==> src/rtl/reaction_round_sched.sv <==
// reaction_round_sched
// ----------------------------------------------------------------------------
// Sequences a multi-round reaction game. After a start request it runs a
// seconds countdown. Each round then waits a pseudo-random delay, raises the
// cue and times the player's reaction. Scores are accumulated round by round,
// and the final totals are held until the next start.
//
// Timing is driven by an internal tick enable. It fires once every TICK_DIV
// clocks (10 ms at 100 MHz). There is only one clock in this block.
//
// Optional feature (macro FALSE_START_PENALTY_EN):
//   undefined : a press while waiting for the cue ends the game at once.
//   defined   : a press while waiting for the cue scores the round as a
//               timeout penalty, and play continues.
//
// Ports:
//   clk           in   1   system clock
//   reset         in   1   synchronous, active-high
//   start         in   1   single-cycle start request (IDLE / FINISHED only)
//   btn           in   1   debounced button level
//   lfsr_in       in   9   free-running LFSR value used for the cue delay
//   phase         out  3   IDLE=0 COUNTDOWN=1 WAIT=2 REACT=3 RESULT=4 FINISHED=5
//   cue           out  1   high only while in REACT
//   countdown     out  3   seconds remaining in the countdown
//   round_idx     out  3   current round, 0-based
//   round_score   out  9   last round's score in ticks
//   round_timeout out  1   last round timed out (or was penalised)
//   early         out  1   a false start occurred
//   best_score    out  9   minimum non-timeout score (1FF when none yet)
//   total_score   out  11  sum of round scores
//   done          out  1   high while in FINISHED
module reaction_round_sched #(
    parameter int TICK_DIV     = 1000000,
    parameter int COUNTDOWN_S  = 5,
    parameter int ACTIVE_MIN   = 100,
    parameter int TIMEOUT      = 300,
    parameter int NUM_ROUNDS   = 3,
    parameter int RESULT_TICKS = 100
) (
    input  logic        clk,
    input  logic        reset,
    input  logic        start,
    input  logic        btn,
    input  logic [8:0]  lfsr_in,
    output logic [2:0]  phase,
    output logic        cue,
    output logic [2:0]  countdown,
    output logic [2:0]  round_idx,
    output logic [8:0]  round_score,
    output logic        round_timeout,
    output logic        early,
    output logic [8:0]  best_score,
    output logic [10:0] total_score,
    output logic        done
);

    typedef enum logic [2:0] {
        ST_IDLE      = 3'd0,
        ST_COUNTDOWN = 3'd1,
        ST_WAIT      = 3'd2,
        ST_REACT     = 3'd3,
        ST_RESULT    = 3'd4,
        ST_FINISHED  = 3'd5
    } state_t;

    localparam int TICK_W = (TICK_DIV > 1) ? $clog2(TICK_DIV) : 1;
    localparam int RES_W  = (RESULT_TICKS > 1) ? $clog2(RESULT_TICKS) : 1;

    localparam logic [TICK_W-1:0] TICK_LAST    = TICK_W'(TICK_DIV - 1);
    localparam logic [RES_W-1:0]  RES_LAST     = RES_W'(RESULT_TICKS - 1);
    localparam logic [8:0]        TIMEOUT_VAL  = 9'(TIMEOUT);
    localparam logic [8:0]        TIMEOUT_LAST = 9'(TIMEOUT - 1);
    localparam logic [8:0]        ACT_MIN      = 9'(ACTIVE_MIN);
    localparam logic [2:0]        CD_START     = 3'(COUNTDOWN_S);
    localparam logic [2:0]        LAST_ROUND   = 3'(NUM_ROUNDS - 1);
    localparam logic [6:0]        SUB_LAST     = 7'd99;

    state_t            state, state_nxt;
    logic [TICK_W-1:0] tick_cnt;
    logic              tick;
    logic              btn_q;
    logic              press;
    logic [6:0]        sub_cnt, sub_nxt;
    logic [8:0]        delay, delay_nxt;
    logic [8:0]        react_cnt, react_nxt;
    logic [RES_W-1:0]  res_cnt, res_nxt;
    logic [8:0]        delay_load;

    logic [2:0]  countdown_nxt;
    logic [2:0]  round_idx_nxt;
    logic [8:0]  round_score_nxt;
    logic        round_timeout_nxt;
    logic        early_nxt;
    logic [8:0]  best_nxt;
    logic [10:0] total_nxt;
    logic        cue_nxt;
    logic        done_nxt;

    assign tick  = (tick_cnt == TICK_LAST);
    assign press = btn & ~btn_q;
    assign phase = state;

    // Short LFSR values are stretched so the cue never comes sooner than ACTIVE_MIN ticks.
    assign delay_load = (lfsr_in < ACT_MIN) ? (lfsr_in + ACT_MIN) : lfsr_in;

    // The tick divider and the button history run on every clock, whatever the phase.
    always_ff @(posedge clk) begin
        if (reset) begin
            tick_cnt <= '0;
            btn_q    <= 1'b0;
        end else begin
            tick_cnt <= tick ? '0 : tick_cnt + 1'b1;
            btn_q    <= btn;
        end
    end

    // State register plus every registered output and internal counter.
    always_ff @(posedge clk) begin
        if (reset) begin
            state         <= ST_IDLE;
            sub_cnt       <= '0;
            delay         <= '0;
            react_cnt     <= '0;
            res_cnt       <= '0;
            countdown     <= '0;
            round_idx     <= '0;
            round_score   <= '0;
            round_timeout <= 1'b0;
            early         <= 1'b0;
            best_score    <= 9'h1FF;
            total_score   <= '0;
            cue           <= 1'b0;
            done          <= 1'b0;
        end else begin
            state         <= state_nxt;
            sub_cnt       <= sub_nxt;
            delay         <= delay_nxt;
            react_cnt     <= react_nxt;
            res_cnt       <= res_nxt;
            countdown     <= countdown_nxt;
            round_idx     <= round_idx_nxt;
            round_score   <= round_score_nxt;
            round_timeout <= round_timeout_nxt;
            early         <= early_nxt;
            best_score    <= best_nxt;
            total_score   <= total_nxt;
            cue           <= cue_nxt;
            done          <= done_nxt;
        end
    end

    // Next-state and next-output logic. Every value holds unless a phase event changes it.
    always_comb begin
        state_nxt         = state;
        sub_nxt           = sub_cnt;
        delay_nxt         = delay;
        react_nxt         = react_cnt;
        res_nxt           = res_cnt;
        countdown_nxt     = countdown;
        round_idx_nxt     = round_idx;
        round_score_nxt   = round_score;
        round_timeout_nxt = round_timeout;
        early_nxt         = early;
        best_nxt          = best_score;
        total_nxt         = total_score;
        cue_nxt           = cue;
        done_nxt          = done;

        case (state)
            ST_IDLE, ST_FINISHED: begin
                if (start) begin
                    state_nxt     = ST_COUNTDOWN;
                    countdown_nxt = CD_START;
                    sub_nxt       = '0;
                    round_idx_nxt = '0;
                    total_nxt     = '0;
                    early_nxt     = 1'b0;
                    best_nxt      = 9'h1FF;
                    done_nxt      = 1'b0;
                end
            end

            ST_COUNTDOWN: begin
                if (tick) begin
                    if (sub_cnt == SUB_LAST) begin
                        sub_nxt       = '0;
                        countdown_nxt = countdown - 3'd1;
                        if (countdown == 3'd1) begin
                            state_nxt = ST_WAIT;
                            delay_nxt = delay_load;
                        end
                    end else begin
                        sub_nxt = sub_cnt + 7'd1;
                    end
                end
            end

            ST_WAIT: begin
                if (press) begin
                    early_nxt = 1'b1;
`ifdef FALSE_START_PENALTY_EN
                    // The penalty counts towards the total but can never become the best score.
                    round_score_nxt   = TIMEOUT_VAL;
                    round_timeout_nxt = 1'b1;
                    total_nxt         = total_score + 11'(TIMEOUT_VAL);
                    res_nxt           = '0;
                    state_nxt         = ST_RESULT;
`else
                    state_nxt = ST_FINISHED;
                    done_nxt  = 1'b1;
`endif
                end else if (tick) begin
                    if (delay == 9'd1) begin
                        state_nxt = ST_REACT;
                        react_nxt = '0;
                        cue_nxt   = 1'b1;
                    end else begin
                        delay_nxt = delay - 9'd1;
                    end
                end
            end

            ST_REACT: begin
                // A press takes priority over a timeout tick in the same cycle.
                if (press) begin
                    round_score_nxt   = react_cnt;
                    round_timeout_nxt = 1'b0;
                    total_nxt         = total_score + 11'(react_cnt);
                    if (react_cnt < best_score) begin
                        best_nxt = react_cnt;
                    end
                    cue_nxt   = 1'b0;
                    res_nxt   = '0;
                    state_nxt = ST_RESULT;
                end else if (tick) begin
                    if (react_cnt == TIMEOUT_LAST) begin
                        round_score_nxt   = TIMEOUT_VAL;
                        round_timeout_nxt = 1'b1;
                        total_nxt         = total_score + 11'(TIMEOUT_VAL);
                        cue_nxt           = 1'b0;
                        res_nxt           = '0;
                        state_nxt         = ST_RESULT;
                    end else begin
                        react_nxt = react_cnt + 9'd1;
                    end
                end
            end

            ST_RESULT: begin
                if (tick) begin
                    if (res_cnt == RES_LAST) begin
                        if (round_idx == LAST_ROUND) begin
                            state_nxt = ST_FINISHED;
                            done_nxt  = 1'b1;
                        end else begin
                            round_idx_nxt = round_idx + 3'd1;
                            delay_nxt     = delay_load;
                            state_nxt     = ST_WAIT;
                        end
                    end else begin
                        res_nxt = res_cnt + 1'b1;
                    end
                end
            end

            default: begin
                state_nxt = ST_IDLE;
            end
        endcase
    end

endmodule
==> config.mk <==
export PLATFORM = sky130hd
export DESIGN_NAME = reaction_round_sched
export DESIGN_NICKNAME = d
export VERILOG_FILES = /design/src/rtl/reaction_round_sched.sv
export SDC_FILE = /design/constraint.sdc
export NUM_CORES = 1
export LEC_CHECK = 0
export ABC_AREA = 1
export CAP_MARGIN = 20
export CORE_MARGIN = 5
export CORE_UTILIZATION = 50
export CTS_BUF_LIST = sky130_fd_sc_hd__clkbuf_16
export DETAILED_ROUTE_END_ITERATION = 10
export PLACE_DENSITY = 0.7
export SLEW_MARGIN = 25
export SYNTH_ARGS = -nofsm -noshare
export SYNTH_HDL_FRONTEND = slang
export SYNTH_SLANG_ARGS = --single-unit
==> constraint.sdc <==
create_clock -name clk -period 2.5 [get_ports clk]
set_input_delay 0.5 -clock clk [delete_from_list [all_inputs] [get_ports clk]]
set_output_delay 0.5 -clock clk [all_outputs]
set_load 0.05 [all_outputs]
Word-level counts from Yosys, hierarchy flattened --
Cells that the tools add are included. Widths: inputs -> output; s select.
Word-level totals: logic and storage cells 171, input port bits 13, output and inout port bits 42, register bits 95
Cells by class: reductions and logical operators 26, bitwise logic cells 2, equal/unequal tests 35, mux-type cells 80, add/subtract/negate cells 10, magnitude comparators 2
Operator list (count):
- $mux 9 | 22
- $mux 3 | 20
- $mux 7 | 8
- $mux 11 | 4
- $ne 2x2->1 const B | 19
- $pmux 9 s2 | 2
- $pmux 7 s2 | 2
- $pmux 9 s3 | 1
- $pmux 11 s2 | 1
- $add 20x1->20 const B | 1
- $eq 20x20->1 const B | 1
- $reduce_and 10->1 | 2
- $reduce_bool 2->1 | 8
- $pmux 3 s5 | 1
- $add 7x1->7 const B | 2
- $eq 7x7->1 const B | 2
- $mux 1 | 14
- $ne 3x3->1 const B | 4
- $pmux 3 s2 | 2
- $reduce_and 4->1 | 3
- $reduce_and 6->1 | 2
- $add 11x9->11 | 1
- $add 11x9->11 const B | 1
- $reduce_and 5->1 | 2
- 21 further kinds | 30

Longest topological paths before layout --
word-level depth 6, depth in mapped cells 14, mapped depth without buffers 13

Worst setup path after synthesis --
No wires, ideal clock.
kind reg-to-reg, start point register state[1] (netlist: phase[1]), end point register react_cnt[1], library setup time 0.117 ns, period minus slack after synthesis 2.058 ns, cell stages (with the launch flop) 11, data arrival time 1.941 ns, required time 2.383 ns, buffers on the path 1, path slack 0.442 ns, cells stage by stage dfxtp_1 -> inv_2 -> nor2_1 -> nand2_2 -> nor2_4 -> o21ai_2 -> nor2_4 -> nand2_1 -> buf_2 -> o21ai_0 -> nor2_1
On the way: longest elaborated chain between the ends 3, elaborated cells on any way between the ends 11, classes of those cells eq/ne: 8; mux: 1; reduce/logical: 2
RTL lines:
- start: declaration | line 78 | state_t state, state_nxt;
- start signal: assignment | line 135 | state <= state_nxt;
- $eq 3x2->1 | line 169 | case (state)
- $ne 2x2->1 (no source line) / $reduce_bool 2->1 (equally long branches)
- $reduce_and 7->1 (no source line)
- end signal: assignment | line 138 | react_cnt <= react_nxt;
- end: declaration | line 85 | logic [8:0] react_cnt, react_nxt;
Several ways; a longest one is shown, not always the timed one. A chain may end at the register's enable or synchronous reset.

Worst setup path in the final report --
start point register tick_cnt[0], end point register res_cnt[6]
On the way: longest elaborated chain between the ends 3, elaborated cells on any way between the ends 4, classes of those cells eq/ne: 3; reduce/logical: 1
RTL lines:
- start: declaration | line 79 | logic [TICK_W-1:0] tick_cnt;
- start signal: assignment | line 112 | tick_cnt <= tick ? '0 : tick_cnt + 1'b1;
- $eq 20x20->1 (*) | line 99 | assign tick = (tick_cnt == TICK_LAST);
- $ne 3x3->1 (no source line) / $ne 2x2->1 (equally long branches)
- $reduce_and 5->1 (no source line) (*)
- end signal: assignment | line 139 | res_cnt <= res_nxt;
- end: declaration | line 86 | logic [RES_W-1:0] res_cnt, res_nxt;
Mark *: on every way between the ends. The rest lies on a longest branch, timed or not.

==> metrics <==
Finished Cell Area=0.00691 mm^2; unrepaired setup endpoints after global routing=no; most frequent cells in the layout=nand2_1, nor2_1, inv_1, dfxtp_1, nand3_1; Crit. End Element=flop; die height=118 um; Worst Hold Class=reg -> reg; Starting Density=50.9%; final antenna-violating net count=0; Post-CTS Setup Bufs=0; fillcell total=1111; Placed Area=0.00660 mm^2; WL/cell=12.4 um; first-pass GRT wire length=24.1 mm; H-tree levels=3; Syn. warnings=0; ys flop type=dfxtp_1; Final Max Tran Viols=0; DRC Markers=0; final net count=between 1000 and 1500; Max Root-Sink Buffers=2; Leak=about 3.0 nW; largest net degree at the start of global routing=36; Worst Tran Pin Value=579 ps; Mapped Nets=952; fin util=60.5%; Cell Pwr Density=796 mW/mm^2; layout cells sized above 1=6.12%; TritonRoute pass-1 iters=5; # clock sinks=95; Antenna Cells=0; Post-synth ARST share=0%; Worst Path Required=2710 ps; HPWL Detailed=10.3 mm; max_cap viols=0; num rows=39; CP Class=reg -> reg; Clock transition at path regs=60 ps; Die X=118 um; post_cts resized=0; Post-Syn Instances=between 900 and 1000; io pins=55; # setup viols final=0; outcome=completed; Total Neg Setup Slack=0 ps; worst vdd ir=0.643 mV; TritonCTS buffer count=9; distinct cell type count after synthesis=39; Pwr Total=0.00550 W; sequential share of the synthesized area=32.7%; Routed WL=14.0 mm; clk_skew=between 8 and 9 ps; clock latency on the worst-skew pair=between 300 and 400 ps; Core ar.=0.0114 mm^2; Tmin final=2280 ps; vias in the first global route=5239; Yosys reg bits=95; area grow syn2layout=18.8%; gpl congestion=0.894; Hold Fails Final Rpt=0; maximum fanout along the worst path=7; final period utilization=between 90% and 100%; All-Layer GR Usage=between 20 and 25%; CP arrival=2490 ps; worst relative slew slack=61.0%; Min Hold Slack=about 450 ps; CTS tree=built; EDFF count, synth=0; CTS Hold Bufs=0; total gr overflow=0; DIE AREA=0.0139 mm^2; most common cell after layout, fill and taps aside=nand2_1; antenna violations before repair=0; via/cell ratio=5.07; Worst setup SP type=flop; Synth Cell Area=0.00581 mm^2; syn_area_per_cell=about 6.4 um^2; I/O Buffers=54; WHS Path Cells=1; 1st-iter DRT viols=295; clock root buffer=clkbuf_16; fmax=~440 MHz; via count=roughly 5700; r2r worst-path depth=8
## metal layers
layer / share of wire (%) / global-route usage, % / vias up
li1: - / - / 3069
met4: 1.6 / 7.24 / 0
met3: 3.4 / 3.03 / 14
met1: 49 / 27.1 / 2523
met5: 0 / 0 / -
met2: 46 / 33.5 / 95
## sequential cells by signal, summed over array words and instances, names as in the netlist
name,flops
best_score,9
btn_q,1
countdown,3
cue,1
delay,9
done,1
early,1
phase,3
react_cnt,9
res_cnt,7
round_idx,3
round_score,9
round_timeout,1
sub_cnt,7
tick_cnt,20
total_score,11
## cell families (layout without fill, tap and decap cells)
group | after synthesis | in the layout | share of synthesized area, %
simple gates | 507 | 507 | 37.2
xor+xnor | 19 | 19 | 2.86
compound gates | 125 | 125 | 11.7
fa+ha+maj | 30 | 30 | 6.58
flops | 95 | 95 | 32.7
buf+inv | 133 | 205 | 8.93
## cells in the mapped netlist (2+ instances only)
| master | number | area [um^2] |
|---|---|---|
| nand2_1 | 227 | 852 |
| nor2_1 | 146 | 548 |
| inv_1 | 107 | 402 |
| dfxtp_1 | 95 | 1900 |
| nand3_1 | 75 | 375 |
| a21oi_1 | 65 | 325 |
| o21ai_0 | 39 | 195 |
| ha_1 | 29 | 363 |
| nor3_1 | 16 | 80.1 |
| nand4_1 | 15 | 93.8 |
| xor2_1 | 15 | 131 |
| clkbuf_1 | 11 | 41.3 |
| buf_2 | 7 | 35.0 |
| o211ai_1 | 7 | 52.6 |
| inv_2 | 6 | 22.5 |
| nor3b_1 | 6 | 45.0 |
| or2_2 | 5 | 31.3 |
| nand2_2 | 4 | 25.0 |
| nand3b_1 | 4 | 30.0 |
| nor2_4 | 4 | 45.0 |
| xnor2_1 | 4 | 35.0 |
| nor2_2 | 3 | 18.8 |
| a21oi_2 | 2 | 17.5 |
| o21a_1 | 2 | 15.0 |
## stage by stage
step	std cells	setup WS (ps)
floorplan	909	442
global placement	1108	131
detailed placement	1108	92.2
CTS	1124	223
global route	1124	2.75
finish	1124	221
## area by class of cell
class | instances | area (um^2) | area share, %
tap | 143 | 179 | 2.59
timing repair buffer | 76 | 706 | 10.2
clock inverter | 7 | 78.8 | 1.14
clock buffer | 9 | 225 | 3.26
inverter | 113 | 424 | 6.14
multi-input combinational | 681 | 3390 | 49.1
sequential | 95 | 1900 | 27.5
## worst max-delay path: stages (launching register included)
cell	delay (ps)
dfxtp_1	350
ha_1	200
nand3_1	160
nor3_1	270
nand3_1	160
o21ai_0	500
nand2_1	320
nand2_1	120
a21oi_1	60
## path summary, 6_finish.rpt
check             slack, ps                       to                   start
setup / recovery        220  res_cnt[6]$_SDFFE_PP0P_  tick_cnt[0]$_SDFF_PP0_
hold / removal          450   tick_cnt[0]$_SDFF_PP0_  tick_cnt[0]$_SDFF_PP0_
setup reg to reg        220  res_cnt[6]$_SDFFE_PP0P_  tick_cnt[0]$_SDFF_PP0_
hold reg to reg         450   tick_cnt[0]$_SDFF_PP0_  tick_cnt[0]$_SDFF_PP0_
## power by group
| group | internal (W) | switching, W | leakage (nW) |
|---|---|---|---|
| registers | 0.00169 | 0.000149 | 0.772 |
| clock network | 0.000859 | 0.000568 | 0.151 |
| logic | 0.000733 | 0.00150 | 2.08 |
Power figures use the tool's default switching activity.
